[src/rtl/seq_pkg.sv]
// Shared definitions for the instruction sequencer: FSM states, the HALT word
// and the opcode numbering used by the downstream multi-cycle processor.
package seq_pkg;

    typedef enum logic [2:0] {
        S_IDLE,
        S_FETCH,
        S_ISSUE,
        S_WAIT,
        S_RETIRE,
        S_HALT,
        S_FAULT
    } seq_state_t;

    localparam logic [15:0] HALT_WORD = 16'hFFFF;

    localparam logic [3:0] OP_MV   = 4'd0;
    localparam logic [3:0] OP_MVI  = 4'd1;
    localparam logic [3:0] OP_ADD  = 4'd2;
    localparam logic [3:0] OP_SUB  = 4'd3;
    localparam logic [3:0] OP_AND  = 4'd4;
    localparam logic [3:0] OP_SLT  = 4'd5;
    localparam logic [3:0] OP_SLL  = 4'd6;
    localparam logic [3:0] OP_SRL  = 4'd7;
    localparam logic [3:0] OP_MVNZ = 4'd8;
    localparam logic [3:0] OP_LD   = 4'd9;
    localparam logic [3:0] OP_SD   = 4'd10;

    function automatic logic is_busy(input seq_state_t s);
        return (s == S_FETCH) || (s == S_ISSUE) || (s == S_WAIT) || (s == S_RETIRE);
    endfunction

endpackage

[src/rtl/program_rom.sv]
// Program store: 2**AW words of 16 bits, one synchronous write port and one
// synchronous read port (read data valid the cycle after re).
module program_rom #(
    parameter int AW = 4
) (
    input  logic          Clock,
    input  logic          we,
    input  logic [AW-1:0] waddr,
    input  logic [15:0]   wdata,
    input  logic          re,
    input  logic [AW-1:0] raddr,
    output logic [15:0]   rdata
);

    logic [15:0] mem [2**AW];

    always_ff @(posedge Clock) begin
        if (we)
            mem[waddr] <= wdata;
        if (re)
            rdata <= mem[raddr];
    end

endmodule

[src/rtl/instr_sequencer.sv]
// Feeds the multi-cycle processor one instruction at a time from a loadable
// program store, with start/stop control, HALT detection, watchdog and retire count.
module instr_sequencer
    import seq_pkg::*;
#(
    parameter int AW      = 4,
    parameter bit WRAP    = 1'b1,
    parameter int TIMEOUT = 64
) (
    input  logic          Clock,
    input  logic          Reset,
    input  logic          Start,
    input  logic          Stop,
    input  logic          LoadEn,
    input  logic [AW-1:0] LoadAddr,
    input  logic [15:0]   LoadData,
    input  logic          Done,
    output logic [15:0]   DIN,
    output logic          Run,
    output logic [AW-1:0] Pc,
    output logic          Busy,
    output logic          Halted,
    output logic          Timeout,
    output logic [15:0]   InstrCount
);

    localparam int              WDW     = $clog2(TIMEOUT);
    localparam logic [WDW-1:0]  WD_LAST = WDW'(TIMEOUT - 1);
    localparam logic [AW-1:0]   PC_LAST = '1;

    seq_state_t     state_q, state_n;
    logic [AW-1:0]  pc_q, pc_n;
    logic [15:0]    din_q, din_n;
    logic           run_q, run_n;
    logic           busy_q, busy_n;
    logic           halted_q, halted_n;
    logic           timeout_q, timeout_n;
    logic [15:0]    count_q, count_n;
    logic [WDW-1:0] wd_q, wd_n;
    logic           stop_q, stop_n;

    logic           idle_like;
    logic           rom_we;
    logic           rom_re;
    logic [15:0]    rom_word;

    assign idle_like = (state_q == S_IDLE) || (state_q == S_HALT) || (state_q == S_FAULT);
    assign rom_we    = LoadEn && idle_like;
    assign rom_re    = (state_q == S_FETCH);

    program_rom #(.AW(AW)) u_rom (
        .Clock (Clock),
        .we    (rom_we),
        .waddr (LoadAddr),
        .wdata (LoadData),
        .re    (rom_re),
        .raddr (pc_q),
        .rdata (rom_word)
    );

    always_ff @(posedge Clock) begin
        if (Reset) begin
            state_q   <= S_IDLE;
            pc_q      <= '0;
            din_q     <= '0;
            run_q     <= 1'b0;
            busy_q    <= 1'b0;
            halted_q  <= 1'b0;
            timeout_q <= 1'b0;
            count_q   <= '0;
            wd_q      <= '0;
            stop_q    <= 1'b0;
        end else begin
            state_q   <= state_n;
            pc_q      <= pc_n;
            din_q     <= din_n;
            run_q     <= run_n;
            busy_q    <= busy_n;
            halted_q  <= halted_n;
            timeout_q <= timeout_n;
            count_q   <= count_n;
            wd_q      <= wd_n;
            stop_q    <= stop_n;
        end
    end

    always_comb begin
        state_n   = state_q;
        pc_n      = pc_q;
        din_n     = din_q;
        run_n     = run_q;
        timeout_n = timeout_q;
        count_n   = count_q;
        wd_n      = wd_q;
        stop_n    = stop_q;

        case (state_q)
            S_IDLE, S_HALT, S_FAULT: begin
                if (Start && !Stop) begin
                    state_n   = S_FETCH;
                    pc_n      = '0;
                    count_n   = '0;
                    timeout_n = 1'b0;
                    stop_n    = 1'b0;
                end
            end
            S_FETCH: begin
                if (Stop)
                    stop_n = 1'b1;
                state_n = S_ISSUE;
            end
            S_ISSUE: begin
                if (Stop)
                    stop_n = 1'b1;
                din_n = rom_word;
                if (rom_word == HALT_WORD) begin
                    state_n = S_HALT;
                end else begin
                    run_n   = 1'b1;
                    wd_n    = '0;
                    state_n = S_WAIT;
                end
            end
            S_WAIT: begin
                if (Stop)
                    stop_n = 1'b1;
                // Done on the expiry cycle still retires the instruction
                if (Done) begin
                    run_n   = 1'b0;
                    state_n = S_RETIRE;
                end else if (wd_q == WD_LAST) begin
                    run_n     = 1'b0;
                    timeout_n = 1'b1;
                    state_n   = S_FAULT;
                end else begin
                    wd_n = wd_q + 1'b1;
                end
            end
            S_RETIRE: begin
                if (count_q != '1)
                    count_n = count_q + 16'd1;
                if (Stop || stop_q) begin
                    stop_n  = 1'b0;
                    state_n = S_IDLE;
                end else if (pc_q == PC_LAST) begin
                    if (WRAP) begin
                        pc_n    = '0;
                        state_n = S_FETCH;
                    end else begin
                        state_n = S_HALT;
                    end
                end else begin
                    pc_n    = pc_q + 1'b1;
                    state_n = S_FETCH;
                end
            end
            default: state_n = S_IDLE;
        endcase

        busy_n   = is_busy(state_n);
        halted_n = (state_n == S_HALT);
    end

    assign DIN        = din_q;
    assign Run        = run_q;
    assign Pc         = pc_q;
    assign Busy       = busy_q;
    assign Halted     = halted_q;
    assign Timeout    = timeout_q;
    assign InstrCount = count_q;

endmodule

[config.mk]
export PLATFORM = sky130hd
export DESIGN_NAME = instr_sequencer
export DESIGN_NICKNAME = d
export VERILOG_FILES = /design/src/rtl/seq_pkg.sv /design/src/rtl/program_rom.sv /design/src/rtl/instr_sequencer.sv
export SDC_FILE = /design/constraint.sdc
export NUM_CORES = 1
export LEC_CHECK = 0
export ABC_CLOCK_PERIOD_IN_PS = 4960
export BUFFER_PORTS_ARGS = -buffer_cell sky130_fd_sc_hd__buf_2
export CAP_MARGIN = 5
export CORE_AREA = 5 5 160 192
export CTS_BUF_LIST = sky130_fd_sc_hd__clkbuf_2 sky130_fd_sc_hd__clkbuf_4 sky130_fd_sc_hd__clkbuf_8
export DETAILED_ROUTE_END_ITERATION = 6
export DIE_AREA = 0 0 165 197
export GPL_TIMING_DRIVEN = 0
export PLACE_DENSITY = 0.67
export SETUP_SLACK_MARGIN = 0.2
export SYNTH_ARGS = -nofsm -noshare
export SYNTH_HDL_FRONTEND = slang
export SYNTH_HIERARCHICAL = 1
export SYNTH_SLANG_ARGS = --single-unit
export TNS_END_PERCENT = 20
[constraint.sdc]
create_clock -name Clock -period 4.96 [get_ports Clock]
set_input_delay 0.248 -clock Clock [delete_from_list [all_inputs] [get_ports Clock]]
set_output_delay 0.248 -clock Clock [all_outputs]
set_load 0.005 [all_outputs]
==> results.sh <==
export IMPL_status="completed"
export IMPL_min_period_ns=3.119
export IMPL_synthCells=736
export IMPL_hpwl_um=18430
export IMPL_hold_path_cell_count=1
export IMPL_ys_flop_type="edfxtp_1"
export IMPL_yosys_warnings=6
export IMPL_synth_edf_count=272
export IMPL_utilization_pct=51.82
export IMPL_worst_pin_slew_ns=0.9498
export IMPL_r2r_slack_ns=1.84
export IMPL_maxCapViolations=0
export IMPL_fin_setup_tns_ns=0
export IMPL_grt_pass1_wl_um=41570
export IMPL_antennaDiodeCount=0
export IMPL_ant_nets=0
export IMPL_ys_async_sr_fraction_pct=0
export IMPL_critPathLaunchType="flip-flop"
export IMPL_leakagePower_nw=4.834
export IMPL_grt_pass1_vias=7216
export IMPL_nFillCells=2404
export IMPL_final_max_slew_violation_count=0
export IMPL_synth_nets=765
export IMPL_min_period_over_period_pct=62.89
export IMPL_slew_headroom_pct=36.34
export IMPL_rr_startpoint="state_q[2]"
export IMPL_synth_seq_cells=322
export IMPL_cts_inserted_buffers=49
export IMPL_cts_buffer_depth=3
export IMPL_wl_per_cell_um=21.16
export IMPL_cts_max_level=2
export IMPL_antenna_found_initial=2
export IMPL_start_util_pct=44.31
export IMPL_worstSkewPairLatency_ns=0.58
export IMPL_power_mw=5.580
export IMPL_dr_pass1_iters=5
export IMPL_dieArea_um2=32510
export IMPL_wirelength_met1_um=11140
export IMPL_drt_first_iter_violations=579
export IMPL_hold_buffers=0
export IMPL_finalClockSkew_ns=0.01433
export IMPL_cts_setup_buffers=0
export IMPL_rows=68
export IMPL_syn_avg_cell_area_um2=17.21
export IMPL_yosysSeqAreaShare_pct=72.38
export IMPL_grtUsageTotal_pct=16.90
export IMPL_final_nets=897
export IMPL_cp_required_ns=5.23
export IMPL_top_layer="met5"
export IMPL_die_w_um=165
export IMPL_hold_path_startpoint="LoadData[14]"
export IMPL_hold_class="in2reg"
export IMPL_dr_wl_met3_um=1678
export IMPL_root_buffer="clkbuf_8"
export IMPL_io_pins=66
export IMPL_chipHeight_um=197
export IMPL_area_delta_synth_final_pct=16.94
export IMPL_gp_congestion=0.7913
export IMPL_ir_drop_uv=230.6
export IMPL_yosysUniqueCellTypes=59
export IMPL_portBuffers=65
export IMPL_clk_pin_slew_ns=0.06
export IMPL_finalHoldViolCount=0
export IMPL_fmax_ghz=0.3206
export IMPL_grt_overflow_total=0
export IMPL_setup_violations=0
export IMPL_layout_drive_gt1_share_pct=27.92
export IMPL_num_vias=7166
export IMPL_min_to="u_rom/mem[7][14]"
export IMPL_tritoncts="done"
export IMPL_drc=0
export IMPL_cp_arrival_ns=3.39
export IMPL_post_cts_resized=0
export IMPL_wl_um=27310
export IMPL_reg2reg_to="u_rom/mem[12][1]"
export IMPL_met2_length_um=14020
export IMPL_netlist_area_um2=12670
export IMPL_rsz0062_at_grt="no"
export IMPL_via_per_inst=5.551
export IMPL_coreArea_um2=28590
export IMPL_rr_worst_depth=5
export IMPL_crit_fanout=9
export IMPL_powerDensity_nw_per_um2=376.7
export IMPL_end_kind="flip-flop"
export IMPL_path_class="reg2reg"
export IMPL_grt_start_max_net_pins=17
export IMPL_numClockSinks=322
-- flip-flops by register name, indices dropped and copies added, names as in the netlist --
name,count
Halted,1
Pc,4
u_rom/mem,256
state_q,3
wd_q,6
stop_q,1
Run,1
Busy,1
DIN,16
u_rom/rdata,16
Timeout,1
InstrCount,16
-- logic make-up (layout without fill, tap and decap cells) --
| logic type | count (synthesis) | after routing | share of synthesized area, % |
|---|---|---|---|
| adders and majority gates | 4 | 4 | 0.3754 |
| buffers and inverters | 45 | 215 | 1.748 |
| and+or+nand+nor | 182 | 182 | 7.428 |
| xor gates and xnor gates | 1 | 1 | 0.06916 |
| muxes | 69 | 69 | 12.07 |
| AOI/OAI and AO/OA | 113 | 113 | 5.927 |
| DFF | 322 | 322 | 72.38 |
-- final cells by class --
class | instances | area (um^2) | share of cell area (%)
flip-flops and latches | 322 | 9169 | 61.90
clock buffers | 64 | 799.5 | 5.397
inverters | 8 | 30.03 | 0.2027
clock inverters | 25 | 210.2 | 1.419
multi-input cells | 369 | 3327 | 22.46
plain buffers | 37 | 191.4 | 1.292
repair buffers | 81 | 604.3 | 4.080
well taps | 385 | 481.7 | 3.252
-- per-layer routing --
metal	vias to the layer above	global-route usage, %
met3	50	3.723
met1	3648	21.94
li1	3250	-
met2	216	28.90
met4	2	4.407
met5	-	0
-- where the power goes --
| group | leakage (nW) | total [mW] | switching [mW] | internal (mW) |
|---|---|---|---|---|
| sequential | 2.86 | 3.01 | 0.0196 | 2.99 |
| combinational | 1.43 | 0.350 | 0.208 | 0.142 |
| clock | 0.540 | 2.22 | 0.999 | 1.22 |
| total | 4.83 | 5.58 | 1.23 | 4.35 |
-- critical path, cell delays in order (launching register included) --
cell	delay, ns
dfxtp_1	0.46
o21ba_2	0.21
a211oi_1	0.69
nand3_1	0.37
nor3_2	0.80
buf_6	0.27
-- layout by cell type (no fill, tap or decap), types with 10 or more instances in the layout --
master,count
a22oi_1,33
o21ai_0,10
buf_2,71
a21oi_1,38
nand2_1,63
or3_1,11
nor2_2,12
nor2_1,15
clkbuf_4,13
or4_1,10
clkbuf_8,51
edfxtp_1,272
mux4_2,54
nand3_1,15
dfxtp_1,50
clkbuf_1,19
clkinv_2,10
mux4_1,10
-- per-stage QoR --
stage / worst slack, ns / cell area (um^2) / hold WS [ns] / cells
2_1_floorplan: 1.931 / 12670 / 0.3469 / 736
3_3_place_gp: 0.5175 / 13470 / 0.4426 / 1186
3_5_place_dp: 1.893 / 13800 / 0.4461 / 1202
4_1_cts: 1.881 / 14810 / 0.006815 / 1291
5_1_grt: 1.787 / 14810 / 0.02197 / 1291
6_report: 1.841 / 14810 / 0.03744 / 1291
-- cells in the mapped netlist (all sizes together), types with 2 or more instances --
library cell,number,area [um^2]
edfxtp,272,8168
mux4,64,1479
nand2,63,236.5
dfxtp,50,1001
a21oi,38,190.2
a22oi,33,247.7
nor2,27,101.4
clkbuf,19,71.32
buf,18,120.1
nand3,15,75.07
or3,11,68.82
nor3,10,55.05
o21ai,10,50.05
or4,10,75.07
nand4,9,56.30
o31ai,9,67.56
and3,8,50.05
inv,8,30.03
mux2i,5,50.05
nand2b,5,38.78
nor2b,5,31.28
nor4,5,31.28
and2,4,25.03
a31oi,3,18.77
ha,3,37.54
a211oi,2,15.01
a21boi,2,15.01
nand3b,2,15.01
nor3b,2,26.28
o21a,2,15.01
o21bai,2,15.01
-- how the worst max path moves through the flow --
| stage | cells after the start | endpoint | startpoint |
|---|---|---|---|
| final | 5 | u_rom/mem[12][1] | state_q[2] |
| after global routing | 6 | u_rom/mem[12][2] | state_q[0] |
| after CTS | 6 | u_rom/mem[12][2] | state_q[0] |
| after detailed placement | 5 | u_rom/mem[12][1] | state_q[2] |
| after global placement | 4 | u_rom/mem[0][2] | state_q[2] |
| after floorplan | 5 | u_rom/mem[0][0] | state_q[0] |
Power figures use the tool's default switching activity.
